==> src/rtl/mul_execute_unit.sv <==
// Iterative RV32M multiplier (MUL/MULH/MULHSU/MULHU) for the execute stage.
// Holds the Decode/Execute register via stall_mul, then emits a one-cycle writeback strobe.
module mul_execute_unit #(
  parameter logic [4:0] TYPE_MUL    = 5'd10,
  parameter logic [4:0] TYPE_MULH   = 5'd11,
  parameter logic [4:0] TYPE_MULHSU = 5'd12,
  parameter logic [4:0] TYPE_MULHU  = 5'd13
) (
  input  logic        clk,
  input  logic        rst_n,
  input  logic        mul_execute,
  input  logic [4:0]  execute_type_execute,
  input  logic [31:0] operand1_execute,
  input  logic [31:0] operand2_execute,
  input  logic [4:0]  rd_execute,
  input  logic        reg_write_execute,
  input  logic        flush,
  output logic        stall_mul,
  output logic        mul_busy,
  output logic        mul_valid,
  output logic [31:0] mul_result,
  output logic [4:0]  mul_rd,
  output logic        mul_reg_write
);

  typedef enum logic [1:0] {
    IDLE = 2'd0,
    BUSY = 2'd1,
    DONE = 2'd2
  } state_t;

  state_t      state_r;
  logic [4:0]  cnt_r;
  logic [63:0] acc_r;
  logic [31:0] mcand_r;
  logic        neg_r;
  logic        hi_sel_r;
  logic [4:0]  rd_r;
  logic        rw_r;

  logic        op1_signed_s;
  logic        op2_signed_s;
  logic        hi_sel_s;
  logic [32:0] sum_s;
  logic [63:0] acc_next_s;
  logic [63:0] prod_s;
  logic [31:0] result_s;

  function automatic logic [31:0] magnitude(input logic [31:0] v, input logic is_signed);
    if (is_signed && v[31]) begin
      magnitude = ~v + 32'd1;
    end else begin
      magnitude = v;
    end
  endfunction

  // Operand signedness and product-half selection; unknown codes behave as MUL.
  always_comb begin
    op1_signed_s = 1'b0;
    op2_signed_s = 1'b0;
    hi_sel_s     = 1'b0;
    case (execute_type_execute)
      TYPE_MUL: begin
        op1_signed_s = 1'b0;
        op2_signed_s = 1'b0;
        hi_sel_s     = 1'b0;
      end
      TYPE_MULH: begin
        op1_signed_s = 1'b1;
        op2_signed_s = 1'b1;
        hi_sel_s     = 1'b1;
      end
      TYPE_MULHSU: begin
        op1_signed_s = 1'b1;
        op2_signed_s = 1'b0;
        hi_sel_s     = 1'b1;
      end
      TYPE_MULHU: begin
        op1_signed_s = 1'b0;
        op2_signed_s = 1'b0;
        hi_sel_s     = 1'b1;
      end
      default: begin
        op1_signed_s = 1'b0;
        op2_signed_s = 1'b0;
        hi_sel_s     = 1'b0;
      end
    endcase
  end

  // One shift-add iteration; the 33-bit sum keeps the carry that shifts into bit 63.
  always_comb begin
    sum_s      = {1'b0, acc_r[63:32]} + (acc_r[0] ? {1'b0, mcand_r} : 33'd0);
    acc_next_s = {sum_s, acc_r[31:1]};
    prod_s     = neg_r ? (~acc_next_s + 64'd1) : acc_next_s;
    result_s   = hi_sel_r ? prod_s[63:32] : prod_s[31:0];
  end

  assign stall_mul = rst_n & ~flush &
                     (((state_r == IDLE) & mul_execute) | (state_r == BUSY));

  // Control FSM, datapath registers and the registered writeback packet.
  always_ff @(posedge clk or negedge rst_n) begin
    if (!rst_n) begin
      state_r       <= IDLE;
      cnt_r         <= 5'd0;
      acc_r         <= 64'd0;
      mcand_r       <= 32'd0;
      neg_r         <= 1'b0;
      hi_sel_r      <= 1'b0;
      rd_r          <= 5'd0;
      rw_r          <= 1'b0;
      mul_busy      <= 1'b0;
      mul_valid     <= 1'b0;
      mul_result    <= 32'd0;
      mul_rd        <= 5'd0;
      mul_reg_write <= 1'b0;
    end else begin
      case (state_r)
        IDLE: begin
          mul_valid <= 1'b0;
          if (mul_execute && !flush) begin
            mcand_r  <= magnitude(operand1_execute, op1_signed_s);
            acc_r    <= {32'd0, magnitude(operand2_execute, op2_signed_s)};
            neg_r    <= (op1_signed_s & operand1_execute[31]) ^
                        (op2_signed_s & operand2_execute[31]);
            hi_sel_r <= hi_sel_s;
            rd_r     <= rd_execute;
            rw_r     <= reg_write_execute;
            cnt_r    <= 5'd0;
            mul_busy <= 1'b1;
            state_r  <= BUSY;
          end else begin
            state_r <= IDLE;
          end
        end
        BUSY: begin
          if (flush) begin
            mul_busy <= 1'b0;
            state_r  <= IDLE;
          end else begin
            acc_r <= acc_next_s;
            cnt_r <= cnt_r + 5'd1;
            if (cnt_r == 5'd31) begin
              mul_busy      <= 1'b0;
              mul_valid     <= 1'b1;
              mul_result    <= result_s;
              mul_rd        <= rd_r;
              mul_reg_write <= rw_r;
              state_r       <= DONE;
            end else begin
              state_r <= BUSY;
            end
          end
        end
        DONE: begin
          mul_valid <= 1'b0;
          state_r   <= IDLE;
        end
        default: begin
          mul_busy  <= 1'b0;
          mul_valid <= 1'b0;
          state_r   <= IDLE;
        end
      endcase
    end
  end

endmodule

==> config.mk <==
export PLATFORM = sky130hd
export DESIGN_NAME = mul_execute_unit
export DESIGN_NICKNAME = d
export VERILOG_FILES = /design/src/rtl/mul_execute_unit.sv
export SDC_FILE = /design/constraint.sdc
export NUM_CORES = 1
export LEC_CHECK = 0
export CAP_MARGIN = 0
export CORE_ASPECT_RATIO = 0.8
export CORE_MARGIN = 2
export CORE_UTILIZATION = 50
export CTS_CLUSTER_SIZE = 28
export DETAILED_ROUTE_END_ITERATION = 7
export GPL_TIMING_DRIVEN = 0
export PLACE_DENSITY = 0.84
export SKIP_LAST_GASP = 1
export SYNTH_ARGS = -nofsm -noshare
export SYNTH_HDL_FRONTEND = slang
export SYNTH_SLANG_ARGS = --single-unit
==> constraint.sdc <==
create_clock -name clk -period 4.12 [get_ports clk]
set_clock_uncertainty 0.05 [all_clocks]
set_input_delay 0.412 -clock clk [delete_from_list [all_inputs] [get_ports clk]]
set_output_delay 0.412 -clock clk [all_outputs]
set_load 0.1 [all_outputs]
* After elaboration in Yosys (flattened, before gate mapping)
Cells that the tools add are included.
Word-level totals: bits in registers 151, input port bits 79, output and inout port bits 41, word-level logic and storage cells 78
Operators by class: add/subtract/negate cells 5, eq/ne operators 10, muxes and demuxes 25, bitwise operators 12, reductions and logical operators 13
Operator list (number):
- $mux W64 | 3
- $mux W32 | 4
- $pmux W64 S2 | 1
- $add A32 B1 Y32 const B | 2
- $add A64 B1 Y64 const B | 1
- $not A32 Y32 | 2
- $not A64 Y64 | 1
- $add A32 B32 Y33 | 1
- $eq A5 B4 Y1 const B | 3
- $mux W1 | 10
- $mux W5 | 2
- $pmux W5 S2 | 1
- $reduce_and A3 Y1 | 3
- $add A5 B1 Y5 const B | 1
- $and A1 B1 Y1 | 5
- $eq A5 B5 Y1 const B | 1
- $mux W2 | 2
- $ne A2 B1 Y1 const B | 2
- $pmux W2 S2 | 1
- $reduce_and A2 Y1 | 2
- $logic_and A1 B1 Y1 | 3
- $ne A3 B2 Y1 const B | 1
- $pmux W1 S3 | 1
- $reduce_or A3 Y1 | 1
- other kinds (10) | 11

* Depth between registers and ports, before layout
word-level depth 6, gate-level depth with buffers 14

* Least setup slack after synthesis
No wires, ideal clock.
path type register to register, from register acc_r[0], to register mul_result[25], setup time 92 ps, arrival 4019 ps, path slack -41 ps, stages on the path, launching flop included 14, path buffers 1, clock period less this slack 4161 ps, cells stage by stage dfrtp_1 > clkbuf_1 > and2_1 > ha_1 > fa_1 > xor2_1 > or4b_2 > a2111o_1 > or4_4 > nand4b_4 > nor3_4 > a31oi_1 > xor2_1 > o31ai_2
On the way: longest elaborated chain between the ends 6
RTL lines:
- start: declaration | RTL line 34 | logic [63:0] acc_r;
- start signal: assignment | RTL line 124 | acc_r <= {32'd0, magnitude(operand2_execute, op2_signed_s)};
- start signal: assignment | RTL line 142 | acc_r <= acc_next_s;
- $mux W32 (*) | RTL line 93 | sum_s = {1'b0, acc_r[63:32]} + (acc_r[0] ? {1'b0, mcand_r} : 33'd0);
- $add A32 B32 Y33 (*) | RTL line 93
- $not A64 Y64 | RTL line 95 | prod_s = neg_r ? (~acc_next_s + 64'd1) : acc_next_s;
- $add A64 B1 Y64 | RTL line 95
- $mux W64 (*) | RTL line 95
- $mux W32 (*) | RTL line 96 | result_s = hi_sel_r ? prod_s[63:32] : prod_s[31:0];
- end signal: assignment | RTL line 147 | mul_result <= result_s;
- end: declaration | RTL line 21 | output logic [31:0] mul_result,
Mark *: on every way between the ends. The rest lies on a longest branch, timed or not. A chain may end at the register's enable or synchronous reset.

* Worst setup path after layout
from register acc_r[0], to register mul_result[26]
Same word-level chain as after synthesis.

==> impl_metrics.py <==
metrics = {
    "sta": {
        "min_period_over_period": 1.040,
        "rsz0062_at_grt": "true",
        "finalCriticalPeriod_ps": 4287,
        "worstMarginPinSlew_ps": 1333,
        "fmax_mhz": 233.3,
        "finalSetupViolations": 14,
        "fin_tns_setup_ps": -1298,
        "slew_headroom": 0.09906,
        "hold_viol": 0,
        "slew_violations": 0,
        "worst_slack_ps": -166.7,
    },
    "worst_setup_path": {
        "rrSetupSlack_ps": -170,
        "cp_num_buf_inv": 4,
        "end_kind": "register",
        "crit_chain": "buf_8 -> and2_4 -> ha_4 -> fa_2 -> a21o_4 -> a311o_2 -> a41oi_4 -> xnor2_4 -> a2111oi_4 -> buf_4 -> nand4_1 -> buf_6 -> buf_12 -> o41ai_4 -> xnor2_1 -> a211oi_1 -> a21o_1",
        "r2r_cells": 17,
        "cp.arrival_ps": 4570,
        "startpoint_type": "register",
        "crit_type": "reg -> reg",
        "slowest_stage": "dfrtp_2",
        "slowest_delay_ps": 470,
        "path_depth": 17,
        "required_ps": 4410,
        "crit_family": "compound AO/OA/AOI/OAI gates",
        "crit_fanout": 6,
    },
    "power_and_ir_drop": {
        "p_int_w": 0.003484,
        "ir_drop_mv": 0.3258,
        "sw_frac_of_total": 0.3884,
        "power_switching_w": 0.002213,
        "power.leakage_nw": 5.781,
        "power_frac_seq": 0.332,
        "pwr-share-comb": 0.385,
        "clkPwrFrac": 0.283,
        "power_density_nw_per_um2": 403.0,
    },
    "synth": {
        "yosys.area.top_type": "dfrtp_1",
        "synth.net_count": 1432,
        "synth_commonest_cells": "nand2_1, o21ai_0, dfrtp_1, a21oi_1, xnor2_1",
        "avgSynthCellArea_sq_um": 8.297,
        "ys_async_sr_fraction": 1.000,
        "synth_edf_count": 0,
        "syn_area_sq_um": 10910,
        "synthFlopType": "dfrtp_1",
        "synth_cell_type_count": 73,
        "yosysTopAreaCellShare": 0.3463,
        "synth_warnings": 0,
        "syn_inst": 1315,
        "ys_ff_latch": 151,
        "yosysMostFrequentCell": "nand2_1",
        "synthTopCellsByArea": "dfrtp_1, o21ai_0, nand2_1",
        "yosysSeqAreaShare": 0.3463,
    },
    "floorplan": {
        "die_w_um": 169.2,
        "dieArea_sq_um": 23030,
        "pin_count": 120,
        "design.core.area_sq_um": 21500,
        "start_util": 0.5074,
        "die_h_um": 136.1,
        "fp-row-count": 48,
    },
    "global_routing": {
        "grt_max_degree": 98,
        "grt_pass1_vias": 10380,
        "grtUsageTotal": 0.3058,
        "antenna_found_initial": 0,
        "grt_first_pass_wirelength_mm": 55.14,
        "overflow": 0,
    },
    "drt": {
        "drt-total-wl_mm": 36.51,
        "via_per_inst": 6.411,
        "drc": 0,
        "post_drt_wl_per_cell_um": 20.49,
        "drt-initial-drc-count": 1392,
        "drt_pass1_iterations": 8,
        "drtAntennaViolNets": 0,
        "vias": 11430,
    },
    "cells_and_area": {
        "nets": 1611,
        "n_antenna_cell": 0,
        "drive_gt1_frac": 0.1307,
        "syn2layout_area_growth_pct": 29.58,
        "post-route-cell-area_sq_um": 14140,
    },
    "placed_design": {
        "dpl_cell_area_sq_um": 12460,
        "post-dp-hpwl_mm": 25.93,
        "port_buffers": 118,
        "gp_congestion": 0.9939,
    },
    "status": {
        "violations": "setup timing",
        "outcome": "finished with violations",
    },
    "clocking": {
        "htree_levels": 4,
        "cts_sinks": 151,
        "cts_tree": "done",
        "clk_path_buf_depth": 2,
        "clk_latency_ps": 450,
        "numCtsBuffers": 17,
        "cts_root_buf": "clkbuf_16",
        "clk_pin_slew_worst_paths_ps": 70,
    },
    "worst_hold_path": {
        "min_path_cells": 3,
        "hold_class": "in -> reg",
    },
    "flow_run": {
        "maxCapViolCount": 0,
    },
}
==> cells in the final DEF, fill, tap and decap left out, types with 25 or more instances in the layout <==
cell / count
o21ai_0: 149
a21oi_1: 62
nand2_1: 193
buf_4: 39
xor2_1: 55
xnor2_1: 63
and2_1: 40
a22oi_1: 30
clkbuf_1: 51
inv_1: 25
clkdlybuf4s50_1: 117
nor2_1: 59
dfrtp_1: 150
==> routing by layer <==
metal / routed length, um / vias up / track usage / share of wire
li1: - / 5174 / - / -
met1: 15610 / 5487 / 0.4295 / 0.43
met2: 16050 / 648 / 0.4692 / 0.44
met3: 3579 / 116 / 0.07162 / 0.098
met4: 1270 / 0 / 0.09592 / 0.035
met5: 0 / - / 0 / 0
==> logic make-up (layout without fill, tap and decap cells) <==
logic type,after synthesis,after routing,synth area share
DFF,151,151,0.3463
adders and majority gates,38,38,0.04427
and+or+nand+nor,452,452,0.2071
xor gates and xnor gates,129,129,0.1036
AOI/OAI and AO/OA,444,444,0.2584
muxes,7,7,0.008028
buffers and inverters,94,286,0.03234
==> final timing paths <==
kind / start / endpoint
max: acc_r[0] / mul_result[26]
min: operand1_execute[23] / mcand_r[23]
max reg2reg: acc_r[0] / mul_result[26]
min reg2reg: mcand_r[26] / mcand_r[26]
max in group asynchronous: rst_n / acc_r[0]
min in group asynchronous: rst_n / mcand_r[27]
==> metrics by stage <==
stage               hold WS, ps  power, W  instances  setup WS [ps]    util
floorplan                 66.41  0.002988       1315          26.33       -
global placement          395.1  0.003477       1708          -3734  0.5784
detailed placement        357.6  0.003523       1709          -1239  0.5797
CTS                       383.1  0.005362       1759         -67.39  0.6297
global route              417.4  0.005932       1782         -295.1  0.6575
finish                    384.2  0.005697       1782         -166.7  0.6575
==> worst min-delay path: stages <==
cell	delay, ps
clkbuf_1	170
xnor2_1	190
o21ai_0	70
==> power groups by stage <==
stage,registers (W),clock network (W),logic [W]
global route,0.00192,0.00167,0.00234
global placement,0.00190,0,0.00158
floorplan,0.00186,0,0.00113
detailed placement,0.00191,0,0.00162
CTS,0.00188,0.00161,0.00187
finish,0.00189,0.00161,0.00219
==> sequential cells by signal, indices dropped and copies added, names as in the netlist, 2 cells and up <==
name        cells
rd_r            5
mul_rd          5
mcand_r        32
mul_result     32
state_r         2
cnt_r           5
acc_r          64
==> timing repair <==
item / CTS / global route
hold buffers: 1 / 0
setup buffers: 23 / 26
resized for setup: 72 / 94
endpoints found under the hold margin: 54 / 0
setup endpoints to repair: 27 / 23
pin swaps: 19 / 51
==> final cells by class <==
| class | instances | area (sq um) |
|---|---|---|
| clock inverter | 13 | 132.6 |
| inverter | 25 | 93.84 |
| clock buffer | 19 | 452.9 |
| multi-input combinational | 1070 | 7445 |
| sequential | 151 | 3780 |
| timing repair buffer | 169 | 1647 |
| tap | 275 | 344.1 |
| fill | 1716 | 7363 |
| buffer | 60 | 242.7 |
No activity file was read; power rests on OpenSTA's default activity.
